--- config.mk ---
export PLATFORM = sky130hd
export DESIGN_NAME = ep2_frame_decoder
export DESIGN_NICKNAME = d
export VERILOG_FILES = /design/src/rtl/ep2_frame_decoder.sv
export SDC_FILE = /design/constraint.sdc
export NUM_CORES = 1
export LEC_CHECK = 0
export CORE_ASPECT_RATIO = 1.4
export CORE_UTILIZATION = 30
export DETAILED_ROUTE_END_ITERATION = 16
export SYNTH_ARGS = -nofsm -noshare
export SYNTH_HDL_FRONTEND = slang
export SYNTH_SLANG_ARGS = --single-unit
--- constraint.sdc ---
create_clock -name clock -period 1.9 [get_ports clock]
set_clock_uncertainty 0.1 [all_clocks]
set_input_delay 0.38 -clock clock [delete_from_list [all_inputs] [get_ports clock]]
set_output_delay 0.38 -clock clock [all_outputs]
set_load 0.01 [all_outputs]
--- src/rtl/ep2_frame_decoder.sv ---
// OpenHPSDR protocol-1 host-to-radio (EP2) frame decoder.
// Locks on 7F 7F 7F, then emits one C&C register write and SAMPLES_PER_FRAME sample sets per frame.
module ep2_frame_decoder #(
    parameter int unsigned SAMPLES_PER_FRAME = 63,
    parameter int unsigned TIMEOUT_CYCLES    = 50000
) (
    input  logic        clock,
    input  logic        reset,
    input  logic [7:0]  rx_data,
    input  logic        rx_valid,
    output logic [6:0]  cc_addr,
    output logic        cc_ptt,
    output logic [31:0] cc_data,
    output logic        cc_valid,
    output logic [15:0] audio_l,
    output logic [15:0] audio_r,
    output logic [15:0] tx_i,
    output logic [15:0] tx_q,
    output logic        sample_valid,
    output logic        sync_locked,
    output logic [7:0]  sync_err_count,
    output logic [7:0]  timeout_count
);
    localparam int unsigned SLOT_W = 6;
    localparam int unsigned TMO_W  = 16;
    localparam logic [7:0]  SYNC_BYTE = 8'h7F;

    typedef enum logic [1:0] {HUNT, SYNC, CC, SAMPLES} state_t;

    state_t            state_q, state_d;
    logic [1:0]        sync_cnt_q, sync_cnt_d;
    logic [2:0]        byte_cnt_q, byte_cnt_d;
    logic [SLOT_W-1:0] slot_q, slot_d;
    logic [TMO_W-1:0]  tmo_q, tmo_d;
    logic [31:0]       cc_sr_q, cc_sr_d;
    logic [55:0]       smp_sr_q, smp_sr_d;

    logic [6:0]  cc_addr_q, cc_addr_d;
    logic        cc_ptt_q, cc_ptt_d;
    logic [31:0] cc_data_q, cc_data_d;
    logic        cc_valid_q, cc_valid_d;
    logic [15:0] audio_l_q, audio_l_d;
    logic [15:0] audio_r_q, audio_r_d;
    logic [15:0] tx_i_q, tx_i_d;
    logic [15:0] tx_q_q, tx_q_d;
    logic        sample_valid_q, sample_valid_d;
    logic        sync_locked_q, sync_locked_d;
    logic [7:0]  sync_err_q, sync_err_d;
    logic [7:0]  tmo_count_q, tmo_count_d;

    // Next-state: byte parsing has priority over the stall timeout.
    always_comb begin
        state_d        = state_q;
        sync_cnt_d     = sync_cnt_q;
        byte_cnt_d     = byte_cnt_q;
        slot_d         = slot_q;
        tmo_d          = tmo_q;
        cc_sr_d        = cc_sr_q;
        smp_sr_d       = smp_sr_q;
        cc_addr_d      = cc_addr_q;
        cc_ptt_d       = cc_ptt_q;
        cc_data_d      = cc_data_q;
        cc_valid_d     = 1'b0;
        audio_l_d      = audio_l_q;
        audio_r_d      = audio_r_q;
        tx_i_d         = tx_i_q;
        tx_q_d         = tx_q_q;
        sample_valid_d = 1'b0;
        sync_err_d     = sync_err_q;
        tmo_count_d    = tmo_count_q;

        if (rx_valid) begin
            tmo_d = '0;
            case (state_q)
                HUNT: begin
                    if (rx_data != SYNC_BYTE) begin
                        sync_cnt_d = '0;
                    end else if (sync_cnt_q == 2'd2) begin
                        state_d    = CC;
                        sync_cnt_d = '0;
                        byte_cnt_d = '0;
                    end else begin
                        sync_cnt_d = sync_cnt_q + 2'd1;
                    end
                end
                SYNC: begin
                    if (rx_data != SYNC_BYTE) begin
                        state_d    = HUNT;
                        sync_cnt_d = '0;
                        if (sync_err_q != 8'hFF) sync_err_d = sync_err_q + 8'd1;
                    end else if (sync_cnt_q == 2'd2) begin
                        state_d    = CC;
                        sync_cnt_d = '0;
                        byte_cnt_d = '0;
                    end else begin
                        sync_cnt_d = sync_cnt_q + 2'd1;
                    end
                end
                CC: begin
                    cc_sr_d    = {cc_sr_q[23:0], rx_data};
                    byte_cnt_d = byte_cnt_q + 3'd1;
                    if (byte_cnt_q == 3'd4) begin
                        cc_valid_d = 1'b1;
                        cc_addr_d  = cc_sr_q[31:25];
                        cc_ptt_d   = cc_sr_q[24];
                        cc_data_d  = {cc_sr_q[23:0], rx_data};
                        byte_cnt_d = '0;
                        slot_d     = '0;
                        state_d    = SAMPLES;
                    end
                end
                SAMPLES: begin
                    // byte_cnt wraps naturally from 7 to 0 at each slot boundary
                    smp_sr_d   = {smp_sr_q[47:0], rx_data};
                    byte_cnt_d = byte_cnt_q + 3'd1;
                    if (byte_cnt_q == 3'd7) begin
                        sample_valid_d = 1'b1;
                        audio_l_d      = smp_sr_q[55:40];
                        audio_r_d      = smp_sr_q[39:24];
                        tx_i_d         = smp_sr_q[23:8];
                        tx_q_d         = {smp_sr_q[7:0], rx_data};
                        if (slot_q == SLOT_W'(SAMPLES_PER_FRAME - 1)) begin
                            slot_d     = '0;
                            sync_cnt_d = '0;
                            state_d    = SYNC;
                        end else begin
                            slot_d = slot_q + SLOT_W'(1);
                        end
                    end
                end
                default: state_d = HUNT;
            endcase
        end else if (state_q != HUNT) begin
            if (tmo_q == TMO_W'(TIMEOUT_CYCLES - 1)) begin
                state_d    = HUNT;
                tmo_d      = '0;
                sync_cnt_d = '0;
                byte_cnt_d = '0;
                slot_d     = '0;
                if (tmo_count_q != 8'hFF) tmo_count_d = tmo_count_q + 8'd1;
            end else begin
                tmo_d = tmo_q + TMO_W'(1);
            end
        end

        sync_locked_d = (state_d != HUNT);
    end

    always_ff @(posedge clock) begin
        if (reset) begin
            state_q        <= HUNT;
            sync_cnt_q     <= '0;
            byte_cnt_q     <= '0;
            slot_q         <= '0;
            tmo_q          <= '0;
            cc_sr_q        <= '0;
            smp_sr_q       <= '0;
            cc_addr_q      <= '0;
            cc_ptt_q       <= 1'b0;
            cc_data_q      <= '0;
            cc_valid_q     <= 1'b0;
            audio_l_q      <= '0;
            audio_r_q      <= '0;
            tx_i_q         <= '0;
            tx_q_q         <= '0;
            sample_valid_q <= 1'b0;
            sync_locked_q  <= 1'b0;
            sync_err_q     <= '0;
            tmo_count_q    <= '0;
        end else begin
            state_q        <= state_d;
            sync_cnt_q     <= sync_cnt_d;
            byte_cnt_q     <= byte_cnt_d;
            slot_q         <= slot_d;
            tmo_q          <= tmo_d;
            cc_sr_q        <= cc_sr_d;
            smp_sr_q       <= smp_sr_d;
            cc_addr_q      <= cc_addr_d;
            cc_ptt_q       <= cc_ptt_d;
            cc_data_q      <= cc_data_d;
            cc_valid_q     <= cc_valid_d;
            audio_l_q      <= audio_l_d;
            audio_r_q      <= audio_r_d;
            tx_i_q         <= tx_i_d;
            tx_q_q         <= tx_q_d;
            sample_valid_q <= sample_valid_d;
            sync_locked_q  <= sync_locked_d;
            sync_err_q     <= sync_err_d;
            tmo_count_q    <= tmo_count_d;
        end
    end

    assign cc_addr        = cc_addr_q;
    assign cc_ptt         = cc_ptt_q;
    assign cc_data        = cc_data_q;
    assign cc_valid       = cc_valid_q;
    assign audio_l        = audio_l_q;
    assign audio_r        = audio_r_q;
    assign tx_i           = tx_i_q;
    assign tx_q           = tx_q_q;
    assign sample_valid   = sample_valid_q;
    assign sync_locked    = sync_locked_q;
    assign sync_err_count = sync_err_q;
    assign timeout_count  = tmo_count_q;

endmodule
* Word level (Yosys, flattened, before mapping)
Cells that the tools add are included.
** Word-level totals
- Memories :: 0
- RAM bits :: 0
- Bits in latches :: 0
- Bits in registers :: 240
- Input bits :: 11
- Word-level logic and storage cells :: 99
- Output and inout port bits :: 123
- Bits in read-only memories :: 0
** Operators by class
- Add/sub/neg operators :: 6
- Bitwise logic cells :: 3
- Multipliers :: 0
- Mux-type cells :: 35
- Equal/unequal tests :: 18
- Divide/modulo/power cells :: 0
- Order comparisons :: 0
- Reductions and logical operators :: 18
- Shifts and indexed selects :: 0
** Operators by type and width (number)
- $mux W6 :: 6
- $mux W2 :: 16
- $mux W3 :: 6
- $add A16 B1 Y16 const B :: 1
- $add A8 B1 Y8 const B :: 2
- $eq A16 B16 Y1 const B :: 1
- $mux W16 :: 1
- $ne A8 B8 Y1 const B :: 2
- $ne A3 B3 Y1 const B :: 4
- $pmux W6 S2 :: 1
- $reduce_and A4 Y1 :: 3
- $reduce_and A5 Y1 :: 2
- $pmux W3 S3 :: 1
- $ne A8 B7 Y1 const B :: 1
- $pmux W2 S4 :: 1
- $reduce_bool A2 Y1 :: 4
- $add A6 B1 Y6 const B :: 1
- $eq A2 B2 Y1 const B :: 3
- $eq A3 B3 Y1 const B :: 2
- $eq A6 B6 Y1 const B :: 1
- $ne A3 B2 Y1 const B :: 2
- $reduce_and A3 Y1 :: 2
- $reduce_or A3 Y1 :: 2
- $pmux W2 S2 :: 1
- 9 further kinds :: 14

* Logic depth before layout (Yosys ltp)
Gate-level depths: netlist (run 1).
- Depth in word-level cells :: 6
- Depth in mapped cells :: 8
- Depth with buffers taken out :: 7

* Worst setup path after synthesis (run 1)
Ideal clock, no wire load.
- Path kind :: register to register
- Start point :: reg tmo_q[11]
- End point :: reg sync_locked_q, in the netlist sync_locked
- Setup time :: 120 ps
- Clock period less this slack :: 2058 ps
- Path buffers :: 0
- Required time :: 1680 ps
- Cell stages (with the launch flop) :: 6
- Arrival time :: 1838 ps
- Path slack :: -158 ps
- Cells stage by stage :: dfxtp_1 > or4b_1 > or4_4 > a222oi_1 > nor2_1 > or2_1
** Between the ends
- Word-level cells in the longest chain between the ends :: 5
** Ends and longest elaborated chain
- start: declaration :: RTL line 34 : logic [TMO_W-1:0] tmo_q, tmo_d;
- start signal: assignment :: RTL line 175 : tmo_q <= tmo_d;
- $eq A16 B16 Y1 :: RTL line 134 : if (tmo_q == TMO_W'(TIMEOUT_CYCLES - 1)) begin
- $mux W2 :: RTL line 134
- $mux W2 :: RTL line 133 : end else if (state_q != HUNT) begin
- $mux W2 :: RTL line 72 : if (rx_valid) begin
- $reduce_bool A2 Y1 :: RTL line 146 : sync_locked_d = (state_d != HUNT);
- end signal: assignment :: RTL line 187 : sync_locked_q <= sync_locked_d;
- end: declaration :: RTL line 47 : logic sync_locked_q, sync_locked_d;
No other way between the ends.
A chain may end at the register's enable or synchronous reset.

* Worst setup path after layout (run 1)
Ends and elaborated chain as after synthesis.

==> results_dict.tcl, run 1 <==
set metrics [dict create \
    status "finished, violations left" \
    violations "negative setup slack" \
    clockPowerShare 0.507 \
    end_kind "flip-flop" \
    cts-hold-fix-buffers 0 \
    synth-compound-area-share 0.132 \
    cp_slowest_cell "or4_4" \
    drtPass1Iterations 4 \
    area_growth_pct 37.6 \
    die_area_um2 30400 \
    pwr-share-comb 0.017 \
    grt_usage 0.157 \
    root_buffer "clkbuf_16" \
    cp.arrival_ns 2.46 \
    finalCoreUtilization 0.420 \
    power.leakage_uw 0.00516 \
    layout-drive-gt1-share 0.127 \
    yosysTopAreaCell "dfxtp_1" \
    synth_edf_count 0 \
    fin_setup_tns_ns -1.19 \
    path_buf_inv 0 \
    gp_congestion 0.785 \
    p_sw_uw 2200 \
    synth_seq_cells 240 \
    tightest_slew_ns 0.458 \
    setup_viol 20 \
    grt_use_met3 0.0208 \
    cts_buffers 25 \
    power_uw 10600 \
    clockBufferDepth 3 \
    synthFlopType "dfxtp_1" \
    antenna_found_initial 1 \
    cts_sinks 240 \
    die_h_um 206 \
    io_buffers 133 \
    numPlacedInstances 1629 \
    synth_top_family_by_area "simple AND/OR/NAND/NOR gates" \
    synth_xor_area_frac 0.0275 \
    synthTopCellsByArea "dfxtp_1 54%, nand2_1 17%, a21oi_1 11%" \
    via_per_inst 4.67 \
    die_x_um 148 \
    rows 74 \
    hpwl_um 15900 \
    cpPeakStageDelay_ns 0.54 \
    tritoncts "done" \
    clk_pin_slew_worst_paths_ns 0.06 \
    drc_errors 0 \
    synthMuxAreaShare 0.00491 \
    min_path_type "in -> reg" \
    critical_path.top_delay_family "simple AND/OR/NAND/NOR gates" \
    cp_max_fo 2 \
    grt_pass1_vias 7503 \
    slew_headroom 0.692 \
    nets 1300 \
    irDropWorstVdd_v 0.000543 \
    wl_per_cell_um 14.4 \
    async_reset_ff_frac 0 \
    worstSetupStartpointType "flip-flop" \
    fmax_mhz 468 \
    final_cells 1681 \
    core-area_um2 29200 \
    use_met1 0.199 \
    ant_nets 0 \
    yosys_warnings 0 \
    syn-cell-area_um2 8910 \
    synth_fp_nets 1138 \
    start_util 0.306 \
    powerDensity_nw_per_um2 862 \
    busiest_layer "met2" \
    seqPwrFrac 0.476 \
    rsz0062_at_grt "yes" \
    gr-usage-met2 0.274 \
    cap_violations 0 \
    htreeDepth 1 \
    num_io_pins 134 \
    dr_total_vias 7848 \
    hold_violations 0 \
    setup_ws_ns -0.239 \
    ys_seq_area_frac 0.539 \
    path_class "reg -> reg" \
    yosys.area.top_type_share 0.539 \
    grt_max_degree 95 \
    syn_inst 1119 \
    synth_fa_ha_area_frac 0.0112 \
    switching_share 0.208 \
    crit_required_ns 2.22 \
    synth-simple-area-share 0.250 \
    clock_latency_ns 0.53 \
    synth.avg_cell_area_um2 7.96 \
    slew_violations 0 \
    synth.distinct_cells 50 \
    period_share 1.13 \
    p_int_uw 8380 \
    wl_um 24200 \
    initialDrtViolationCount 403 \
    crit_chain "or4b_4 > or4_4 > a222oi_1 > nor2_1 > or2_1" \
    grt_pass1_wl_um 38700 \
    overflow 0 \
    period_minus_slack_ns 2.14 \
]
## layout by cell type (no fill, tap or decap), drive strengths merged, types with 2 or more instances in the layout
cell type,Yosys,layout
and2,5,5
ha,8,8
nand3,17,17
nor4b,3,3
dlygate4sd2,0,90
and3,2,2
a21oi,199,199
and4b,2,2
or2,3,3
a22o,2,2
clkbuf,62,35
dfxtp,240,240
a31oi,3,3
inv,9,10
o21ai,4,4
o2111ai,2,2
bufinv,0,4
buf,11,76
mux2,3,3
xor2,11,11
nor3,14,14
nand2,408,408
nor2,43,43
o21a,2,2
nand4,11,11
nand4b,2,2
clkinvlp,0,2
dlymetal6s2s,0,32
or4,2,2
or4b,3,3
clkinv,0,4
nand2b,2,2
nor3b,3,3
clkdlybuf4s50,0,10
xnor2,17,17
nor4,8,8
nor2b,3,3
## state kept, by name (all words and copies together) (netlist names), 3 cells and up
name            cells
timeout_count       8
smp_sr_q           56
cc_addr             7
cc_data            32
sync_err_count      8
slot_q              6
cc_sr_q            32
tx_i               16
tmo_q              16
audio_l            16
tx_q               16
byte_cnt_q          3
audio_r            16
## final timing paths
kind	startpoint	end	slack, ns	cells after the start
max reg2reg	tmo_q[11]	sync_locked	-0.24	5
min	reset	tx_q[10]	0.1	2
max	tmo_q[11]	sync_locked	-0.24	5
min reg2reg	cc_data[21]	cc_data[21]	0.35	2
## power groups by stage
stage	Combinational [uW]	Clock (uW)	Sequential (uW)
3_3_place_gp	180	0	5140
3_5_place_dp	180	0	5140
4_1_cts	181	5490	5030
2_1_floorplan	82.6	0	5140
5_1_grt	197	5740	5030
6_report	182	5360	5030
## repair_timing
action | CTS | global route
setup endpoints to repair | 125 | 68
resized for setup | 114 | 58
buffers inserted | 3 | 6
cloned | 0 | 0
pin swaps | 4 | 18
endpoints found under the hold margin | 0 | 0
## synth_stat cells (4+ instances only)
library cell / number
and2_1: 5
nor3_1: 14
clkbuf_1: 62
nand4_1: 11
nand2_1: 408
xnor2_1: 17
nor4_1: 8
nand3_1: 17
xor2_1: 11
inv_1: 9
buf_1: 8
dfxtp_1: 240
o21ai_0: 4
ha_1: 8
nor2_1: 43
a21oi_1: 199
## cells by family after synthesis
family | count (synthesis)
mux | 4
simple gates | 535
compound gates | 222
xor+xnor | 28
fa+ha+maj | 8
flops | 240
buf+inv | 82
## metrics by stage
stage	cell area (um^2)	hold WS, ns	setup WS (ns)
3_5_place_dp	11100	0.346	-0.451
2_1_floorplan	8910	0.332	-0.158
3_3_place_gp	11100	0.340	-0.450
4_1_cts	12000	0.0818	-0.268
6_report	12300	0.0960	-0.239
5_1_grt	12300	0.0928	-0.299
## worst register-to-register path, cell delays in order, from the launching register on
cell and delay, ns:
dfxtp_2 0.32, or4b_4 0.53, or4_4 0.54, a222oi_1 0.25
nor2_1 0.09, or2_1 0.21
## final cells by class
type / count / area, um^2
Antenna cell: 1 / 2.50
Clock buffer: 35 / 743
Clock inverter: 11 / 179
Fill cell: 2953 / 16900
Inverter: 9 / 33.8
Multi-Input combinational cell: 797 / 3970
Sequential cell: 240 / 4820
Tap cell: 380 / 475
Timing Repair Buffer: 208 / 2040
## routing by layer
layer,vias up,part of all wire
met5,-,0.00058
met4,2,0.025
met3,38,0.038
met2,155,0.49
met1,3634,0.44
li1,4019,-
No activity file was read; power rests on OpenSTA's default activity.
==> run 2, diff against run 1 <==
Settings changed: GPL_TIMING_DRIVEN from default to 0, HOLD_SLACK_MARGIN from default to 0.03.
==> run 2 against run 1 <==
Design area fell by 2.5%. Via count is 1.6% higher. Worst hold slack improved by 0.11 ns. The flow still finishes with violations (negative setup slack). Total power fell by 7.2%. Critical endpoint unchanged.
==> results_dict.tcl, run 2 (synthesis gave the netlist of run 1 again) <==
set metrics [dict create \
    cp.arrival_ns 2.47 \
    crit_chain "or4b_4 > or4_4 > a222oi_1 > nor2_1 > or2_1" \
    start_util 0.306 \
    powerDensity_nw_per_um2 821 \
    grt_pass1_vias 7731 \
    wl_per_cell_um 14.9 \
    cap_violations 0 \
    initialDrtViolationCount 399 \
    tritoncts "done" \
    clock_latency_ns 0.51 \
    layout-drive-gt1-share 0.122 \
    multi_input_area_um2 4000 \
    path_class "reg -> reg" \
    core-area_um2 29200 \
    hpwl_um 18000 \
    rsz0062_at_grt "yes" \
    wl_um 25100 \
    slew_headroom 0.452 \
    setup_ws_ns -0.277 \
    largest_reg_flops 56 \
    root_buffer "clkbuf_16" \
    dpl_cell_area_um2 10700 \
    top_register "smp_sr_q" \
    hold_violations 0 \
    drc_errors 0 \
    num_io_pins 134 \
    overflow 0 \
    nets 1308 \
    seqCellArea_um2 4830 \
    violations "negative setup slack" \
    min_path_type "in -> reg" \
    end_kind "flip-flop" \
    cp_slowest_cell "or4_4" \
    cts_buffers 24 \
    crit_required_ns 2.19 \
    cts_sinks 240 \
    finalCoreUtilization 0.410 \
    grt_usage 0.163 \
    htreeDepth 1 \
    path_buf_inv 0 \
    critical_path.top_delay_family "simple AND/OR/NAND/NOR gates" \
    clockBufferDepth 3 \
    drtPass1Iterations 6 \
    status "finished, violations left" \
    area_growth_pct 34.2 \
    dr_total_vias 7970 \
    clk_pin_slew_worst_paths_ns 0.06 \
    gp_congestion 0.843 \
    period_share 1.15 \
    fmax_mhz 459 \
    insertedDiodeCount 0 \
    cpPeakStageDelay_ns 0.55 \
    final_cell_mix "407 x nand2_1, 224 x dfxtp_1, 196 x a21oi_1" \
    grt_pass1_wl_um 39600 \
    grt_max_degree 15 \
    cp_max_fo 2 \
    io_buffers 132 \
    rows 74 \
    power.leakage_uw 0.00500 \
    tightest_slew_ns 0.823 \
    die_x_um 148 \
    period_minus_slack_ns 2.18 \
    die_h_um 206 \
    die_area_um2 30400 \
    irDropWorstVdd_v 0.000473 \
    final_area_um2 12000 \
    ant_nets 0 \
    via_per_inst 4.73 \
    final_common_cell "nand2_1" \
    setup_viol 22 \
    antenna_found_initial 0 \
    cts-hold-fix-buffers 0 \
    num-fill-cells 3027 \
    r2r_setup_slack_ns -0.28 \
    worstSetupStartpointType "flip-flop" \
    slew_violations 0 \
]
[run 2: cell count changes in the layout (fill, tap and decap cells not counted), sizes merged]
| cell | delta |
|---|---|
| bufinv | -3 |
| diode | -1 |
| clkbuf | +54 |
| clkdlybuf4s50 | +15 |
| buf | -47 |
| dlymetal6s2s | +15 |
| clkinv | +2 |
| inv | -1 |
| dlygate4sd2 | -30 |
[run 2: tightest hold or removal path, stage by stage]
cell and delay [ns]:
dlymetal6s2s_1 0.24, nand2_1 0.10, a21oi_1 0.05
[run 2: final cells by class]
cell class	count	share of cell area
repair buffers	148	0.126
clock buffers	33	0.0573
flip-flops and latches	240	0.404
well taps	380	0.0398
clock inverters	9	0.00628
inverters	9	0.00282
plain buffers	69	0.0291
multi-input cells	797	0.334
[run 2: path summary, 6_finish.rpt]
| path | end | from | cells after the start |
|---|---|---|---|
| worst max-delay path | sync_locked | tmo_q[12] | 5 |
| worst min-delay path | tx_q[6] | rx_data[6] | 3 |
| worst max register to register | sync_locked | tmo_q[12] | 5 |
| worst min register to register | tx_q[13] | tx_q[13] | 2 |
[run 2: timing repair]
action / in CTS / in global routing
gates cloned: 0 / 1
gates resized for setup: 132 / 118
pin swaps: 22 / 6
endpoints found under the hold margin: 0 / 0
setup endpoints to repair: 295 / 249
setup buffers: 11 / 4
[run 2: per-stage QoR]
stage / power (uW) / hold slack (ns) / std cells / TNS, ns / setup slack (ns)
detailed placement: 5310 / 0.345 / 1631 / -174.21 / -1.09
finish: 9810 / 0.209 / 1685 / -3.07 / -0.277
global placement: 5310 / 0.339 / 1631 / -169.61 / -1.02
CTS: 9920 / 0.261 / 1680 / -1.89 / -0.281
global route: 10100 / 0.216 / 1685 / -5.23 / -0.351
floorplan: 5230 / 0.332 / 1119 / -1.32 / -0.158
[run 2: power breakdown]
| part | total (uW) | switching, uW | internal [uW] |
|---|---|---|---|
| Sequential | 5020 | 0.0370 | 5020 |
| Combinational | 191 | 142 | 49.2 |
| Clock | 4600 | 1940 | 2650 |
[run 2: layer usage]
layer,vias up,global-route usage,wire length (um)
met4,0,0.0563,642
met3,36,0.0216,1180
met1,3716,0.192,10500
met2,184,0.299,12700
met5,-,0,0
li1,4034,-,-
